--- config.mk ---
export PLATFORM = sky130hd
export DESIGN_NAME = pico_branch_unit
export DESIGN_NICKNAME = d
export VERILOG_FILES = /design/src/rtl/pico_pkg.sv /design/src/rtl/pico_cond_eval.sv /design/src/rtl/pico_branch_unit.sv
export SDC_FILE = /design/constraint.sdc
export NUM_CORES = 1
export LEC_CHECK = 0
export BUFFER_PORTS_ARGS = -buffer_cell sky130_fd_sc_hd__clkbuf_2
export CAP_MARGIN = 10
export CORE_UTILIZATION = 53
export CTS_CLUSTER_DIAMETER = 40
export DETAILED_ROUTE_END_ITERATION = 8
export PLACE_DENSITY = 0.85
export SLEW_MARGIN = 20
export SYNTH_ARGS = -nofsm -noshare
export SYNTH_HDL_FRONTEND = slang
export SYNTH_HIERARCHICAL = 1
export SYNTH_SLANG_ARGS = --single-unit
--- constraint.sdc ---
create_clock -name clk_i -period 3.6 [get_ports clk_i]
set_input_delay 0.54 -clock clk_i [delete_from_list [all_inputs] [get_ports clk_i]]
set_output_delay 0.54 -clock clk_i [all_outputs]
set_load 0.05 [all_outputs]
--- src/rtl/pico_pkg.sv ---
// pico_pkg
//  Shared definitions for the pico core datapath/control slice:
//   - flag bit positions inside the 4-bit ALU flag word {Z,N,V,C}
//   - cond_e: branch condition-code encoding used by the control FSM
//   - state_e: states of the branch-unit request FSM
//   - pico_F_* ALU operation codes shared with the ALU
//   - pico_pack_flags: helper that assembles a flag word from single bits
package pico_pkg;

  // Flag word bit positions.
  localparam int unsigned FLG_Z = 32'd3;
  localparam int unsigned FLG_N = 32'd2;
  localparam int unsigned FLG_V = 32'd1;
  localparam int unsigned FLG_C = 32'd0;

  // Branch condition codes.
  typedef enum logic [3:0] {
    COND_AL = 4'd0,   // always
    COND_EQ = 4'd1,   // Z
    COND_NE = 4'd2,   // ~Z
    COND_CS = 4'd3,   // C
    COND_CC = 4'd4,   // ~C
    COND_MI = 4'd5,   // N
    COND_PL = 4'd6,   // ~N
    COND_VS = 4'd7,   // V
    COND_VC = 4'd8,   // ~V
    COND_HI = 4'd9,   // C & ~Z
    COND_LS = 4'd10,  // ~C | Z
    COND_GE = 4'd11,  // N == V
    COND_LT = 4'd12,  // N != V
    COND_GT = 4'd13,  // ~Z & (N == V)
    COND_LE = 4'd14,  // Z | (N != V)
    COND_NV = 4'd15   // never
  } cond_e;

  // Branch-unit request FSM states.
  typedef enum logic [1:0] {
    IDLE = 2'd0,
    EVAL = 2'd1,
    RESP = 2'd2
  } state_e;

  // ALU operation codes (shared with the ALU that produces the flags).
  localparam logic [3:0] pico_F_ADD = 4'h0;
  localparam logic [3:0] pico_F_SUB = 4'h1;
  localparam logic [3:0] pico_F_AND = 4'h2;
  localparam logic [3:0] pico_F_OR  = 4'h3;
  localparam logic [3:0] pico_F_XOR = 4'h4;
  localparam logic [3:0] pico_F_SHL = 4'h5;
  localparam logic [3:0] pico_F_SHR = 4'h6;
  localparam logic [3:0] pico_F_CMP = 4'h7;

  // Assemble a flag word from individual flag bits.
  function automatic logic [3:0] pico_pack_flags(input logic z, input logic n,
                                                 input logic v, input logic c);
    logic [3:0] w;
    w        = 4'h0;
    w[FLG_Z] = z;
    w[FLG_N] = n;
    w[FLG_V] = v;
    w[FLG_C] = c;
    return w;
  endfunction

endpackage

--- src/rtl/pico_cond_eval.sv ---
// pico_cond_eval
//  Purely combinational condition evaluator: decides whether a branch with
//  condition code cond_i is taken given the flag word flags_i.
// Ports
//  flags_i  in  4  flag word {Z,N,V,C}
//  cond_i   in  4  condition code (pico_pkg::cond_e)
//  taken_o  out 1  condition holds
module pico_cond_eval
  import pico_pkg::*;
(
  input  logic [3:0] flags_i,
  input  logic [3:0] cond_i,
  output logic       taken_o
);

  logic z_s;
  logic n_s;
  logic v_s;
  logic c_s;

  assign z_s = flags_i[FLG_Z];
  assign n_s = flags_i[FLG_N];
  assign v_s = flags_i[FLG_V];
  assign c_s = flags_i[FLG_C];

  // Decode the condition code against the flag bits.
  always_comb begin
    taken_o = 1'b0;
    case (cond_e'(cond_i))
      COND_AL: taken_o = 1'b1;
      COND_EQ: taken_o = z_s;
      COND_NE: taken_o = ~z_s;
      COND_CS: taken_o = c_s;
      COND_CC: taken_o = ~c_s;
      COND_MI: taken_o = n_s;
      COND_PL: taken_o = ~n_s;
      COND_VS: taken_o = v_s;
      COND_VC: taken_o = ~v_s;
      COND_HI: taken_o = c_s & ~z_s;
      COND_LS: taken_o = ~c_s | z_s;
      COND_GE: taken_o = (n_s == v_s);
      COND_LT: taken_o = (n_s != v_s);
      COND_GT: taken_o = ~z_s & (n_s == v_s);
      COND_LE: taken_o = z_s | (n_s != v_s);
      COND_NV: taken_o = 1'b0;
      default: taken_o = 1'b0;
    endcase
  end

endmodule

--- src/rtl/pico_branch_unit.sv ---
// pico_branch_unit
//  Latches the ALU flags {Z,N,V,C} and resolves conditional-branch requests
//  against them. A request is accepted in IDLE, evaluated in EVAL (stalling
//  while the flags are being rewritten) and the decision is offered in RESP
//  until the consumer takes it. Minimum latency accept->resp_valid_o is two
//  clocks; at most one request every three clocks.
//
//  Optional feature macro: PICO_FLAG_STACK_EN
//   When defined, a STACK_D-deep LIFO of flag words is added for interrupt
//   save/restore (ports push_i, pop_i, stk_err_o). When undefined those ports
//   and the storage do not exist.
//
// Parameters
//  PC_W     program counter width (offset is 8-bit signed, sign-extended)
//  STACK_D  flag-stack depth (only used with PICO_FLAG_STACK_EN)
// Ports
//  clk_i, rst_i         clock, synchronous active-high reset
//  flag_we_i, flag_i    flag register write enable / ALU flags
//  req_valid_i/ready_o  branch request handshake (ready only in IDLE)
//  req_cond_i           condition code (pico_pkg::cond_e)
//  req_pc_i, req_off_i  branch PC and signed 8-bit offset
//  resp_valid_o/ready_i decision handshake
//  resp_taken_o         condition was true
//  resp_target_o        next PC (pc+sext(off) if taken, else pc+1, wrapping)
//  push_i, pop_i        flag save/restore (stack build only)
//  stk_err_o            one-cycle stack overflow/underflow pulse (stack build only)
//  flags_o              current flag register
module pico_branch_unit
  import pico_pkg::*;
#(
  parameter int unsigned PC_W    = 8,
  parameter int unsigned STACK_D = 4
) (
  input  logic            clk_i,
  input  logic            rst_i,
  input  logic            flag_we_i,
  input  logic [3:0]      flag_i,
  input  logic            req_valid_i,
  output logic            req_ready_o,
  input  logic [3:0]      req_cond_i,
  input  logic [PC_W-1:0] req_pc_i,
  input  logic [7:0]      req_off_i,
  output logic            resp_valid_o,
  input  logic            resp_ready_i,
  output logic            resp_taken_o,
  output logic [PC_W-1:0] resp_target_o,
`ifdef PICO_FLAG_STACK_EN
  input  logic            push_i,
  input  logic            pop_i,
  output logic            stk_err_o,
`endif
  output logic [3:0]      flags_o
);

  state_e          state_q,      state_d;
  logic [3:0]      cond_q,       cond_d;
  logic [PC_W-1:0] pc_q,         pc_d;
  logic [7:0]      off_q,        off_d;
  logic            taken_q,      taken_d;
  logic [PC_W-1:0] target_q,     target_d;
  logic            resp_valid_q, resp_valid_d;
  logic [3:0]      flags_q,      flags_d;

  logic            cond_taken_s;
  logic            eval_stall_s;
  logic [PC_W-1:0] off_sext_s;
  logic [PC_W-1:0] br_target_s;
  logic [PC_W-1:0] seq_target_s;

  pico_cond_eval u_cond_eval (
    .flags_i (flags_q),
    .cond_i  (cond_q),
    .taken_o (cond_taken_s)
  );

  // Size cast of a signed value sign-extends the offset to PC_W.
  assign off_sext_s   = PC_W'($signed(off_q));
  assign br_target_s  = pc_q + off_sext_s;
  assign seq_target_s = pc_q + PC_W'(1'b1);

  // Request FSM: accept in IDLE, evaluate in EVAL, hold decision in RESP.
  always_comb begin
    state_d      = state_q;
    cond_d       = cond_q;
    pc_d         = pc_q;
    off_d        = off_q;
    taken_d      = taken_q;
    target_d     = target_q;
    resp_valid_d = resp_valid_q;
    case (state_q)
      IDLE: begin
        if (req_valid_i) begin
          cond_d  = req_cond_i;
          pc_d    = req_pc_i;
          off_d   = req_off_i;
          state_d = EVAL;
        end else begin
          state_d = IDLE;
        end
      end
      EVAL: begin
        // Flags changing this cycle: evaluate again once they have settled.
        if (eval_stall_s) begin
          state_d = EVAL;
        end else begin
          taken_d      = cond_taken_s;
          target_d     = cond_taken_s ? br_target_s : seq_target_s;
          resp_valid_d = 1'b1;
          state_d      = RESP;
        end
      end
      RESP: begin
        if (resp_ready_i) begin
          resp_valid_d = 1'b0;
          state_d      = IDLE;
        end else begin
          state_d = RESP;
        end
      end
      default: begin
        resp_valid_d = 1'b0;
        state_d      = IDLE;
      end
    endcase
  end

  // FSM, captured request, response and flag registers.
  always_ff @(posedge clk_i) begin
    if (rst_i) begin
      state_q      <= IDLE;
      cond_q       <= 4'h0;
      pc_q         <= '0;
      off_q        <= 8'h00;
      taken_q      <= 1'b0;
      target_q     <= '0;
      resp_valid_q <= 1'b0;
      flags_q      <= 4'h0;
    end else begin
      state_q      <= state_d;
      cond_q       <= cond_d;
      pc_q         <= pc_d;
      off_q        <= off_d;
      taken_q      <= taken_d;
      target_q     <= target_d;
      resp_valid_q <= resp_valid_d;
      flags_q      <= flags_d;
    end
  end

`ifdef PICO_FLAG_STACK_EN
  localparam int unsigned CNT_W = $clog2(STACK_D + 1);
  localparam int unsigned IDX_W = (STACK_D > 1) ? $clog2(STACK_D) : 1;

  logic [3:0]       stk_q [STACK_D];
  logic [3:0]       stk_d [STACK_D];
  logic [CNT_W-1:0] cnt_q,     cnt_d;
  logic             stk_err_q, stk_err_d;
  logic             stk_empty_s;
  logic             stk_full_s;
  logic [IDX_W-1:0] top_idx_s;
  logic [IDX_W-1:0] push_idx_s;
  logic [3:0]       flags_wr_s;

  assign stk_empty_s = (cnt_q == CNT_W'(0));
  assign stk_full_s  = (cnt_q == CNT_W'(STACK_D));
  // Only used when the stack is non-empty (top) or not full (push).
  assign top_idx_s   = IDX_W'(cnt_q - CNT_W'(1));
  assign push_idx_s  = IDX_W'(cnt_q);
  assign flags_wr_s  = flag_we_i ? flag_i : flags_q;
  // A pop rewrites the flags just like an ALU write, so EVAL must wait.
  assign eval_stall_s = flag_we_i | pop_i;

  // Flag register and LIFO update; pop wins over an ALU flag write.
  always_comb begin
    flags_d   = flags_wr_s;
    stk_d     = stk_q;
    cnt_d     = cnt_q;
    stk_err_d = 1'b0;
    if (push_i && pop_i) begin
      // Swap current flags with the top entry; needs a top entry.
      if (stk_empty_s) begin
        stk_err_d = 1'b1;
      end else begin
        stk_d[top_idx_s] = flags_q;
        flags_d          = stk_q[top_idx_s];
      end
    end else if (push_i) begin
      // Save the value the flag register is about to hold.
      if (stk_full_s) begin
        stk_err_d = 1'b1;
      end else begin
        stk_d[push_idx_s] = flags_wr_s;
        cnt_d             = cnt_q + CNT_W'(1);
      end
    end else if (pop_i) begin
      if (stk_empty_s) begin
        stk_err_d = 1'b1;
      end else begin
        flags_d = stk_q[top_idx_s];
        cnt_d   = cnt_q - CNT_W'(1);
      end
    end else begin
      stk_err_d = 1'b0;
    end
  end

  // Stack storage, occupancy and error-pulse registers.
  always_ff @(posedge clk_i) begin
    if (rst_i) begin
      for (int unsigned i = 0; i < STACK_D; i++) begin
        stk_q[i] <= 4'h0;
      end
      cnt_q     <= '0;
      stk_err_q <= 1'b0;
    end else begin
      stk_q     <= stk_d;
      cnt_q     <= cnt_d;
      stk_err_q <= stk_err_d;
    end
  end

  assign stk_err_o = stk_err_q;
`else
  assign eval_stall_s = flag_we_i;

  // Flag register next value: an ALU write replaces the flags.
  always_comb begin
    if (flag_we_i) begin
      flags_d = flag_i;
    end else begin
      flags_d = flags_q;
    end
  end

  // Without the stack the depth parameter has no storage behind it.
  if (STACK_D == 0) begin : g_no_stack_depth
  end
`endif

  assign req_ready_o   = (state_q == IDLE);
  assign resp_valid_o  = resp_valid_q;
  assign resp_taken_o  = taken_q;
  assign resp_target_o = target_q;
  assign flags_o       = flags_q;

endmodule

==> metrics.csv <==
metric,value,unit
die-width,60.91,um
clock_sinks,36,
htreeDepth,2,
period_share,81.69,%
num_antenna_cells,0,
grt_max_degree,38,
ys_ff_latch,36,
place.gp.congestion,0.8687,
arrival,3160,ps
clkLatencyLatePin,330,ps
antenna_left,0,
slowest_stage,dfxtp_1,
first_pass_iters,4,
antenna_found_initial,0,
clock_skew,11.12,ps
core_area,0.003337,sq mm
finalHoldViolCount,0,
synthTopCellsByArea,"dfxtp_1 (39%), nand2_1 (11%), a21oi_1 (8.4%)",
cts_setup_buffers,0,
p_sw_share,30.63,%
final_common_cell,nand2_1,
cts_tree,built,
start_util,55.12,%
max_freq,340.0,MHz
clkTransAtPathRegs,110,ps
rr_worst_depth,9,
synth_seq_area_share,39.18,%
io_pins,44,
dp.cells,303,
drive_gt1_share,21.13,%
drc,0,
ctsHoldBuffers,0,
yosysWarningCount,6,
hpwl,2842,um
path_cells,inv_1 -> o31a_1 -> o311ai_2 -> and2_1 -> ha_1 -> a21oi_1 -> a211oi_1 -> nor4_1 -> nor3_1,
drv_slew,0,
finalSetupViolations,0,
cts-root-buf,clkbuf_4,
setup_tns,0,ps
path_max_fanout,11,
synth.distinct_cells,44,
grt_use_total,21.65,%
die_area,0.003710,sq mm
status,finished clean,
rsz0062_at_grt,false,
worstPathRequired,3820,ps
ctsResizeCount,0,
io_buffers,43,
comb_power_share,20.9,%
grt_pass1_wl,6003,um
avgViaCountPerCell,5.354,
netlist_area,0.001839,sq mm
nets,301,
route.vias.total,1665,
hold_class,in -> reg,
endpoint_kind,register,
rr_startpoint,cond_q[0],
final-instance-count-excl-fill,311,
final_cell_mix,"nand2_1 (54), clkbuf_2 (43), dfxtp_1 (36)",
areaGrowthSynthToFinish,14.49,%
pwr-share-clk,26.2,%
slew_headroom,49.53,%
r2r_slack,660,ps
peakVddDrop,0.0002435,V
wirelength,3839,um
synth_top_area_cell,dfxtp_1,
cp-start-kind,register,
synthFlopType,dfxtp_1,
grt_pass1_vias,1446,
cell_internal_pwr,0.0005825,W
netlist_instances,226,
synth.avg_cell_area,8.138,sq um
drv_cap,0,
avgRoutedWirePerCell,12.34,um
worstMarginPinSlew,757.0,ps
timing.rr.end,resp_target_o[7],
p_sw,0.0002572,W
synthArstFlopShare,0,%
finalCriticalPeriod,2941,ps
rows,21,
die_y,60.91,um
grt_overflow,0,
path_class,reg -> reg,
synth_edf_count,0,
cts-buffers-inserted,5,
powerDensity,398.7,mW/mm^2
power_leakage,0.9193,nW
synth_nets,263,
min_to,cond_q[3],
cts_max_path_buffers,2,
cp_slowest_stage_delay,550,ps
whs_path_depth,3,
num-fill-cells,322,
pwr-share-seq,52.9,%
netlist.area_leader.share,39.18,%
hold_start,req_cond_i[3],
detailedRoute.firstIterationViolations,97,
-- synth_stat cells, types with 2 or more instances --
library cell  instances
inv_1                 7
nand2_1              54
buf_2                 3
a31oi_1               2
xnor2_1               3
o21ai_0               5
nor4_1                2
a211oi_1              2
nor2b_1               2
and2_1                6
a21oi_1              31
clkbuf_1              6
and3b_1               2
o211ai_1              2
ha_1                  7
nor2_1               11
o31a_1                2
dfxtp_1              36
o21a_1                3
mux2i_1               7
nor3_1                6
nand3_1               4
buf_6                 2
-- cell type report --
| class | count | area (sq um) | area share (%) |
|---|---|---|---|
| Sequential cell | 36 | 720.7 | 34.22 |
| Timing Repair Buffer | 44 | 222.7 | 10.58 |
| Tap cell | 46 | 57.56 | 2.733 |
| Multi-Input combinational cell | 170 | 1020 | 48.43 |
| Clock buffer | 8 | 58.81 | 2.793 |
| Inverter | 7 | 26.28 | 1.248 |
-- worst max-delay path, delay by kind of cell, from the launching register on --
kind / cells / cell delay, ps
simple gates: 3 / 590
buf+inv: 1 / 130
compound gates: 4 / 1280
fa+ha+maj: 1 / 270
flops: 1 / 550
-- metrics by stage --
stage,instance area (sq um),utilization (%),hold WS (ps),setup WS (ps),power [W]
CTS,2106,63.10,408.2,675.2,0.0008442
global placement,2047,61.34,440.4,821.9,0.0006230
global route,2106,63.10,431.7,444.1,0.0008826
detailed placement,2047,61.34,448.0,716.2,0.0006290
finish,2106,63.10,415.0,659.0,0.0008397
floorplan,1839,-,431.2,640.8,0.0005848
-- metal layers --
layer / up-vias / part of all wire [%] / global-route usage (%)
met4: 0 / 1.8 / 9.091
met3: 7 / 3.4 / 3.412
met1: 758 / 46 / 26.02
li1: 857 / - / -
met5: - / 0 / 0
met2: 43 / 48 / 38.30
-- state kept, by name, summed over array words and instances, names as in the netlist --
| name | flops |
|---|---|
| cond_q | 4 |
| flags_o | 4 |
| off_q | 8 |
| pc_q | 8 |
| resp_taken_o | 1 |
| resp_target_o | 8 |
| resp_valid_o | 1 |
| state_q | 2 |
-- power by group through the flow --
| stage | Clock, W | Combinational (W) | Sequential (W) |
|---|---|---|---|
| floorplan | 0 | 0.000114 | 0.000471 |
| global placement | 0 | 0.000171 | 0.000452 |
| detailed placement | 0 | 0.000175 | 0.000454 |
| CTS | 0.000224 | 0.000176 | 0.000444 |
| global route | 0.000237 | 0.000198 | 0.000448 |
| finish | 0.000220 | 0.000175 | 0.000444 |
-- cells by family after synthesis --
kind of cell    after synthesis  synth area share [%]
mux                           7                 3.810
compound gates               57                 20.34
fa+ha+maj                     8                 5.850
xor+xnor                      4                 1.905
flops                        36                 39.18
simple gates                 94                 23.54
buf+inv                      20                 5.374
-- worst max path at each step --
stage / startpoint / to / depth (start not counted)
after floorplan: flags_o[1] / resp_target_o[4] / 12
after global placement: flags_o[1] / resp_target_o[4] / 12
after detailed placement: flags_o[1] / resp_target_o[4] / 12
after CTS: flags_o[1] / resp_target_o[4] / 12
after global routing: flags_o[2] / resp_target_o[5] / 10
final: cond_q[0] / resp_target_o[7] / 9
Note: power is estimated with default switching activity, not from simulation.
